[config.mk]
export PLATFORM = sky130hd
export DESIGN_NAME = retrigger_ctrl
export DESIGN_NICKNAME = d
export VERILOG_FILES = /design/src/rtl/retrigger_pkg.sv /design/src/rtl/retrig_chan.sv /design/src/rtl/retrigger_ctrl.sv
export SDC_FILE = /design/constraint.sdc
export NUM_CORES = 2
export LEC_CHECK = 0
export ABC_AREA = 1
export CAP_MARGIN = 20
export CORE_ASPECT_RATIO = 1.5
export CORE_UTILIZATION = 29
export DETAILED_ROUTE_END_ITERATION = 8
export PLACE_DENSITY = 0.49
export SLEW_MARGIN = 30
export SYNTH_ARGS = -nofsm -noshare
export SYNTH_HDL_FRONTEND = slang
export SYNTH_SLANG_ARGS = --single-unit
[constraint.sdc]
create_clock -name clk -period 42.6 [get_ports clk]
set_input_delay 12.78 -clock clk [delete_from_list [all_inputs] [get_ports clk]]
set_output_delay 12.78 -clock clk [all_outputs]
set_load 0.01 [all_outputs]
[src/rtl/retrigger_pkg.sv]
// Shared types and constants for the retrigger controller: channel FSM states,
// configuration register map and power-on register values.
package retrigger_pkg;

    typedef enum logic [1:0] {
        IDLE  = 2'd0,
        PULSE = 2'd1,
        DEAD  = 2'd2
    } chan_state_t;

    localparam logic [1:0] ADDR_MASK_LO   = 2'd0;
    localparam logic [1:0] ADDR_MASK_HI   = 2'd1;
    localparam logic [1:0] ADDR_PULSE_LEN = 2'd2;
    localparam logic [1:0] ADDR_DEAD_LEN  = 2'd3;

    localparam int RST_PULSE_LEN = 1;
    localparam int RST_DEAD_LEN  = 0;

endpackage

[src/rtl/retrig_chan.sv]
// One retrigger channel: input synchroniser, rising-edge detect, and the
// IDLE/PULSE/DEAD state machine producing an active-low pulse plus dead time.
module retrig_chan
    import retrigger_pkg::*;
#(
    parameter int CNTW = 8
) (
    input  logic            clk,
    input  logic            reset,
    input  logic            pulse_in,
    input  logic            act,
    input  logic [CNTW-1:0] pulse_len,
    input  logic [CNTW-1:0] dead_len,
    output logic            q,
    output logic            busy,
    output logic            veto
);

    logic            sync1;
    logic            sync2;
    logic            sync3;
    logic            rise;
    chan_state_t     state;
    chan_state_t     state_nxt;
    logic [CNTW-1:0] cnt;
    logic [CNTW-1:0] cnt_nxt;

    // NOTE: non-blocking assignments let each flop sample the previous stage's
    // old value, which is what turns three statements into a three-deep chain.
    always_ff @(posedge clk or posedge reset) begin
        if (reset) begin
            sync1 <= 1'b0;
            sync2 <= 1'b0;
            sync3 <= 1'b0;
        end else begin
            sync1 <= pulse_in;
            sync2 <= sync1;
            sync3 <= sync2;
        end
    end

    assign rise = sync2 & ~sync3;

    always_ff @(posedge clk or posedge reset) begin
        if (reset) begin
            state <= IDLE;
            cnt   <= '0;
        end else begin
            state <= state_nxt;
            cnt   <= cnt_nxt;
        end
    end

    // NOTE: every output of this block is given a default first, so no path
    // leaves a signal unassigned and no latch is inferred.
    always_comb begin
        state_nxt = state;
        cnt_nxt   = cnt;
        veto      = 1'b0;
        case (state)
            IDLE: begin
                if (rise && act) begin
                    state_nxt = PULSE;
                    cnt_nxt   = (pulse_len == '0) ? '0 : pulse_len - 1'b1;
                end
            end
            PULSE: begin
                veto = rise;
                if (!act) begin
                    state_nxt = IDLE;
                    cnt_nxt   = '0;
                end else if (cnt != '0) begin
                    cnt_nxt = cnt - 1'b1;
                end else if (dead_len == '0) begin
                    state_nxt = IDLE;
                end else begin
                    state_nxt = DEAD;
                    cnt_nxt   = dead_len - 1'b1;
                end
            end
            DEAD: begin
                veto = rise;
                if (!act) begin
                    state_nxt = IDLE;
                    cnt_nxt   = '0;
                end else if (cnt != '0) begin
                    cnt_nxt = cnt - 1'b1;
                end else begin
                    state_nxt = IDLE;
                end
            end
            default: begin
                state_nxt = IDLE;
                cnt_nxt   = '0;
            end
        endcase
    end

    // Outputs lag the state by one flop; gating with act releases a masked
    // channel on the same edge its FSM is forced back to IDLE.
    always_ff @(posedge clk or posedge reset) begin
        if (reset) begin
            q    <= 1'b1;
            busy <= 1'b0;
        end else begin
            q    <= !((state == PULSE) && act);
            busy <= (state != IDLE) && act;
        end
    end

endmodule

[src/rtl/retrigger_ctrl.sv]
// Retrigger controller top: configuration registers, write acknowledge and
// WIDTH channel instances. Define RETRIG_VETO_CNT_EN to build the veto counter.
module retrigger_ctrl
    import retrigger_pkg::*;
#(
    parameter int WIDTH = 48,
    parameter int CNTW  = 8
) (
    input  logic             clk,
    input  logic             reset,
    input  logic [WIDTH-1:0] pulse_in,
    input  logic             cfg_wr,
    input  logic [1:0]       cfg_addr,
    input  logic [31:0]      cfg_wdata,
    output logic             cfg_ack,
    output logic [WIDTH-1:0] q,
    output logic [WIDTH-1:0] busy,
    output logic [15:0]      veto_cnt
);

    logic [WIDTH-1:0] act_mask;
    logic [WIDTH-1:0] mask_nxt;
    logic [CNTW-1:0]  pulse_len;
    logic [CNTW-1:0]  dead_len;
    logic [WIDTH-1:0] veto;

    // Mask bit i lives in word i/32 at bit position i%32.
    always_comb begin
        mask_nxt = act_mask;
        for (int i = 0; i < WIDTH; i++) begin
            if (cfg_addr == ADDR_MASK_LO && i < 32) mask_nxt[i] = cfg_wdata[i % 32];
            if (cfg_addr == ADDR_MASK_HI && i >= 32) mask_nxt[i] = cfg_wdata[i % 32];
        end
    end

    always_ff @(posedge clk or posedge reset) begin
        if (reset) begin
            act_mask  <= '1;
            pulse_len <= CNTW'(RST_PULSE_LEN);
            dead_len  <= CNTW'(RST_DEAD_LEN);
            cfg_ack   <= 1'b0;
        end else begin
            cfg_ack <= cfg_wr;
            if (cfg_wr) begin
                act_mask <= mask_nxt;
                case (cfg_addr)
                    ADDR_PULSE_LEN: pulse_len <= cfg_wdata[CNTW-1:0];
                    ADDR_DEAD_LEN:  dead_len  <= cfg_wdata[CNTW-1:0];
                    default: ;
                endcase
            end
        end
    end

    for (genvar i = 0; i < WIDTH; i++) begin : g_chan
        retrig_chan #(
            .CNTW(CNTW)
        ) u_chan (
            .clk      (clk),
            .reset    (reset),
            .pulse_in (pulse_in[i]),
            .act      (act_mask[i]),
            .pulse_len(pulse_len),
            .dead_len (dead_len),
            .q        (q[i]),
            .busy     (busy[i]),
            .veto     (veto[i])
        );
    end

`ifdef RETRIG_VETO_CNT_EN
    localparam logic [15:0] VETO_CNT_MAX = 16'hFFFF;

    // Counts cycles with any vetoed edge; a dead-time write wins over a veto.
    always_ff @(posedge clk or posedge reset) begin
        if (reset) begin
            veto_cnt <= '0;
        end else if (cfg_wr && cfg_addr == ADDR_DEAD_LEN) begin
            veto_cnt <= '0;
        end else if ((|veto) && veto_cnt != VETO_CNT_MAX) begin
            veto_cnt <= veto_cnt + 16'd1;
        end
    end
`else
    logic veto_unused;
    assign veto_unused = |veto;
    assign veto_cnt    = '0;
`endif

endmodule

==> results <==
- The flow ran to the end, and the final reports show no timing, DRC or antenna violations.
- The clock insertion delay at the later pin of the skew report is 750 ps.
- Leaving out fill and tap cells, the most frequent cell in the layout is sky130_fd_sc_hd__nand2_1.
- The worst register-to-register path has a depth of 9.
- Setup repair after global routing left no endpoint under its margin.
- The H-tree was split into 3 levels.
- The via count of the first global-routing pass came to 43657.
- The clock slew at the register clock pins of the worst setup and hold paths is 60 ps.
- The aggregate negative setup slack is 0 ps.
- In this run the standard cell core region covers 0.1637 mm².
- The count of flip-flops with a built-in enable after synthesis is 0.
- Relative to the synthesized area, the layout overhead comes to 14.15%.
- Max-cap violations in this run came to 0.
- The wire length of the first global-routing pass is 262600 µm.
- 198 I/O pins were placed.
- The total number of clock tree sinks is 785.
- For the worst setup path, the data required time is 43360 ps.
- The number of clock buffers added by TritonCTS is 94.
- For the worst setup path, the data arrival time is 15600 ps.
- Traced cell by cell, the critical path runs through clkdlybuf4s50_1 -> inv_8 -> buf_12 -> buf_4.
- For this block, the initial DRC count from the detailed router was 3208.
- The longest clock path from root to sink contains 3 buffers.
- The top fanout value on the critical path is 144.
- The number of antenna violations at the first check in global routing is 6.
- The instance count of the mapped netlist is 6780.
- The worst-case IR drop observed on VDD is 0.03778 mV.
- The power per cell area is 75.87 mW/mm².
- Together, buffers and inverters on the worst path number 4.
- In the final layout, flip-flops and latches occupy 0.01977 mm².
- The die outline height is 499.0 µm.
- In this design, the largest share of critical-path delay is due to buffers and inverters.
- The number of register bits inferred by synthesis is 785.
- Buffers inserted to repair hold after CTS numbered 0.
- Dividing the detail-routed wire length by the instance count gives 18.98 µm.
- The largest net degree at the start of global routing is 187.
- The worst setup path is captured at an async pin.
- The maximum frequency from static timing analysis is 67.39 MHz.
- The count of final max-slew check failures is 0.
- The final cycle utilization of the critical path is 34.83%.
- The worst hold-check path type is reg -> reg.
- The buffers inserted during post-CTS setup optimization is 0.
- The hold path depth is 0.
- The floorplan step defined a die boundary enclosing 0.1663 mm².
- The worst path setup slack after routing is 27760 ps.
- The library cells used most frequently in the layout, excluding fill and tap cells, are sky130_fd_sc_hd__nand2_1 (2342), sky130_fd_sc_hd__inv_1 (720), sky130_fd_sc_hd__nand3_1 (687), sky130_fd_sc_hd__dfrtp_1 (687), sky130_fd_sc_hd__nor2_1 (667).
- The worst setup path is launched from an input port.
- The final-report setup violation count is 0.
- TritonCTS built the clock tree.
- CTS placed an instance of sky130_fd_sc_hd__clkbuf_16 at the clock tree root.
- At the end of the flow, the number of nets in the layout was 6965.
- Measured against its own limit, the worst slew margin works out to 27.08%.
- Registers are responsible for 28.9% of the overall power.
- The unique cell type count in the Yosys netlist is 49.
- The aggregate routed wire length is 171300 µm.
- Fill cells in the final layout number 17418.
- The switching share of power is 47.22%.
- The count of nets left with antenna violations once routing finished came out at 0.
- Before antenna repair, the detailed router went through 5 iterations.
- The detailed-route via count is 44894.
- In this run the worst setup path begins at reset.
- The horizontal die dimension is 333.3 µm.
- Summing the sequential cell areas from Yosys gives 41.40% of the chip area.
- The overall fraction of global-route tracks in use is 20.42%.
- The source of the worst register-to-register timing path is pulse_len[0].
- The combined area of the multi-input logic cells is 0.02372 mm².
- The worst clock skew is 39.99 ps.
- The cell-internal power is 0.002183 W.
- For this configuration, the core starts out at a cell density of 29.16%.
- The post-cts resize count is 0.
- The master of the slowest instance on the critical path is sky130_fd_sc_hd__buf_4.
- At the end of routability-driven placement, the weighted congestion stood at 0.8602.
- The proportion of synthesized flip-flops having asynchronous set or reset is 100.0%.
- After layout, the minimum clock period comes to 14840 ps.
- Timing analysis after detailed placement gives a worst setup slack of 26740 ps.
- The critical path is of the in -> async type.
- The number of buffer cells added on primary ports is 181.
- The hold violation count in the final report is 0.
- The cell taking the most area after synthesis is sky130_fd_sc_hd__dfrtp_1.
- The average instance in the mapped netlist occupies 7.042 µm².
- The final HPWL from detailed placement is 108600 µm.
- Summed over all layers, the global routing overflow is 0.
- The count of unresolved DRC violations after routing is 0.
- The clock network burns 21.2% of the power.
- The share of total power in combinational logic is 49.9%.
- The worst register-to-register path has a setup slack of 38260 ps.
- Summed over all nets, the switching power comes to 0.001952 W.
- The analysis attributes to cell leakage a power of 26.78 nW.
- At the pin with the least slew margin, the transition time is 1093 ps.
- Dividing the detail-routed via count by the number of cells gives 4.975.
- The most used flip-flop cell after synthesis is sky130_fd_sc_hd__dfrtp_1.
- The largest stage delay on the critical path is 760 ps.
- The reg-to-reg critical path endpoint is g_chan[28].u_chan.cnt[1].
- The proportion of layout cells with a drive suffix above 1 is 7.240%.
- The post-synthesis cell area is 0.04775 mm².
- In the post-synthesis netlist, the biggest area contributors are sky130_fd_sc_hd__dfrtp_1 (36%), sky130_fd_sc_hd__nand2_1 (18%), sky130_fd_sc_hd__nand3_1 (7.2%), sky130_fd_sc_hd__inv_1 (5.7%), sky130_fd_sc_hd__dfstp_2 (5.3%).
- The worst hold path begins at g_chan[25].u_chan.sync1.
- The floorplan has 182 rows.
- The area fraction of the dominant cell type after synthesis is 36.06%.
- The Yosys step of the flow raised 0 warnings.
- The worst hold path endpoint is g_chan[25].u_chan.sync2.
[final cells by class]
class,count,area share [%]
sequential,785,36.27
tap,2116,4.858
antenna,2,0.009183
inverter,750,5.186
multi-input combinational,4970,43.51
timing repair buffer,224,4.095
clock inverter,52,1.203
clock buffer,125,4.867
[power groups by stage]
stage | Sequential [W] | Combinational [W] | Clock [W]
final | 0.00119 | 0.00206 | 0.000877
after global routing | 0.00123 | 0.00233 | 0.000932
after CTS | 0.00119 | 0.00207 | 0.000908
after detailed placement | 0.00120 | 0.00206 | 0
after global placement | 0.00120 | 0.00204 | 0
after floorplan | 0.00114 | 0.00153 | 0
[kinds of logic after synthesis]
logic type / after synthesis / share of synthesized area, %
xor gates and xnor gates: 180 / 3.302
other: 1 / 0.007854
adders and majority gates: 55 / 1.441
AOI/OAI and AO/OA: 653 / 8.679
and+or+nand+nor: 4066 / 35.84
DFF: 785 / 41.40
buffers and inverters: 1040 / 9.329
[how the worst max path moves through the flow]
stage / endpoint / slack (ps) / depth (start not counted)
2_1_floorplan: cfg_ack / 7940 / 1
3_3_place_gp: g_chan[30].u_chan.state[1] / 26780 / 4
3_5_place_dp: g_chan[30].u_chan.state[0] / 26740 / 4
4_1_cts: g_chan[30].u_chan.cnt[3] / 27560 / 4
5_1_grt: g_chan[45].u_chan.cnt[3] / 27360 / 4
6_report: g_chan[45].u_chan.cnt[2] / 27760 / 4
[cell usage after synthesis, types with 69 or more instances]
master,n
sky130_fd_sc_hd__nand3_1,691
sky130_fd_sc_hd__o21ai_0,284
sky130_fd_sc_hd__buf_4,117
sky130_fd_sc_hd__nand2_1,2349
sky130_fd_sc_hd__dfstp_2,97
sky130_fd_sc_hd__xor2_1,138
sky130_fd_sc_hd__nor2_1,667
sky130_fd_sc_hd__buf_2,69
sky130_fd_sc_hd__nand4_1,228
sky130_fd_sc_hd__clkbuf_1,94
sky130_fd_sc_hd__o211ai_1,141
sky130_fd_sc_hd__dfrtp_1,688
sky130_fd_sc_hd__inv_1,722
[per-stage QoR]
step	total power (W)	cell area, µm²	hold WS [ps]	utilization, %	cells
global placement	0.003241	51100	337.5	31.21	8842
floorplan	0.002677	47800	331.2	-	6795
finish	0.004135	54500	345.9	33.29	9024
CTS	0.004167	54460	346.9	33.26	9021
global route	0.004492	54500	359.9	33.29	9023
detailed placement	0.003259	51150	334.7	31.24	8844
[layer usage]
metal	global-route usage (%)	share of wire, %	up-vias
met5	0	0	-
met4	7.192	3.2	0
met3	2.532	5.2	277
met2	34.66	47	1190
met1	26.56	44	21668
li1	-	-	21759
[sequential cells by signal, indices dropped and copies added (netlist names)]
signal / cells
g_chan.u_chan.sync3: 48
g_chan.u_chan.sync1: 48
g_chan.u_chan.q: 48
pulse_len: 8
g_chan.u_chan.busy: 48
dead_len: 8
act_mask: 48
cfg_ack: 1
g_chan.u_chan.cnt: 384
g_chan.u_chan.state: 96
g_chan.u_chan.sync2: 48
(Power assumes the default switching activity.)
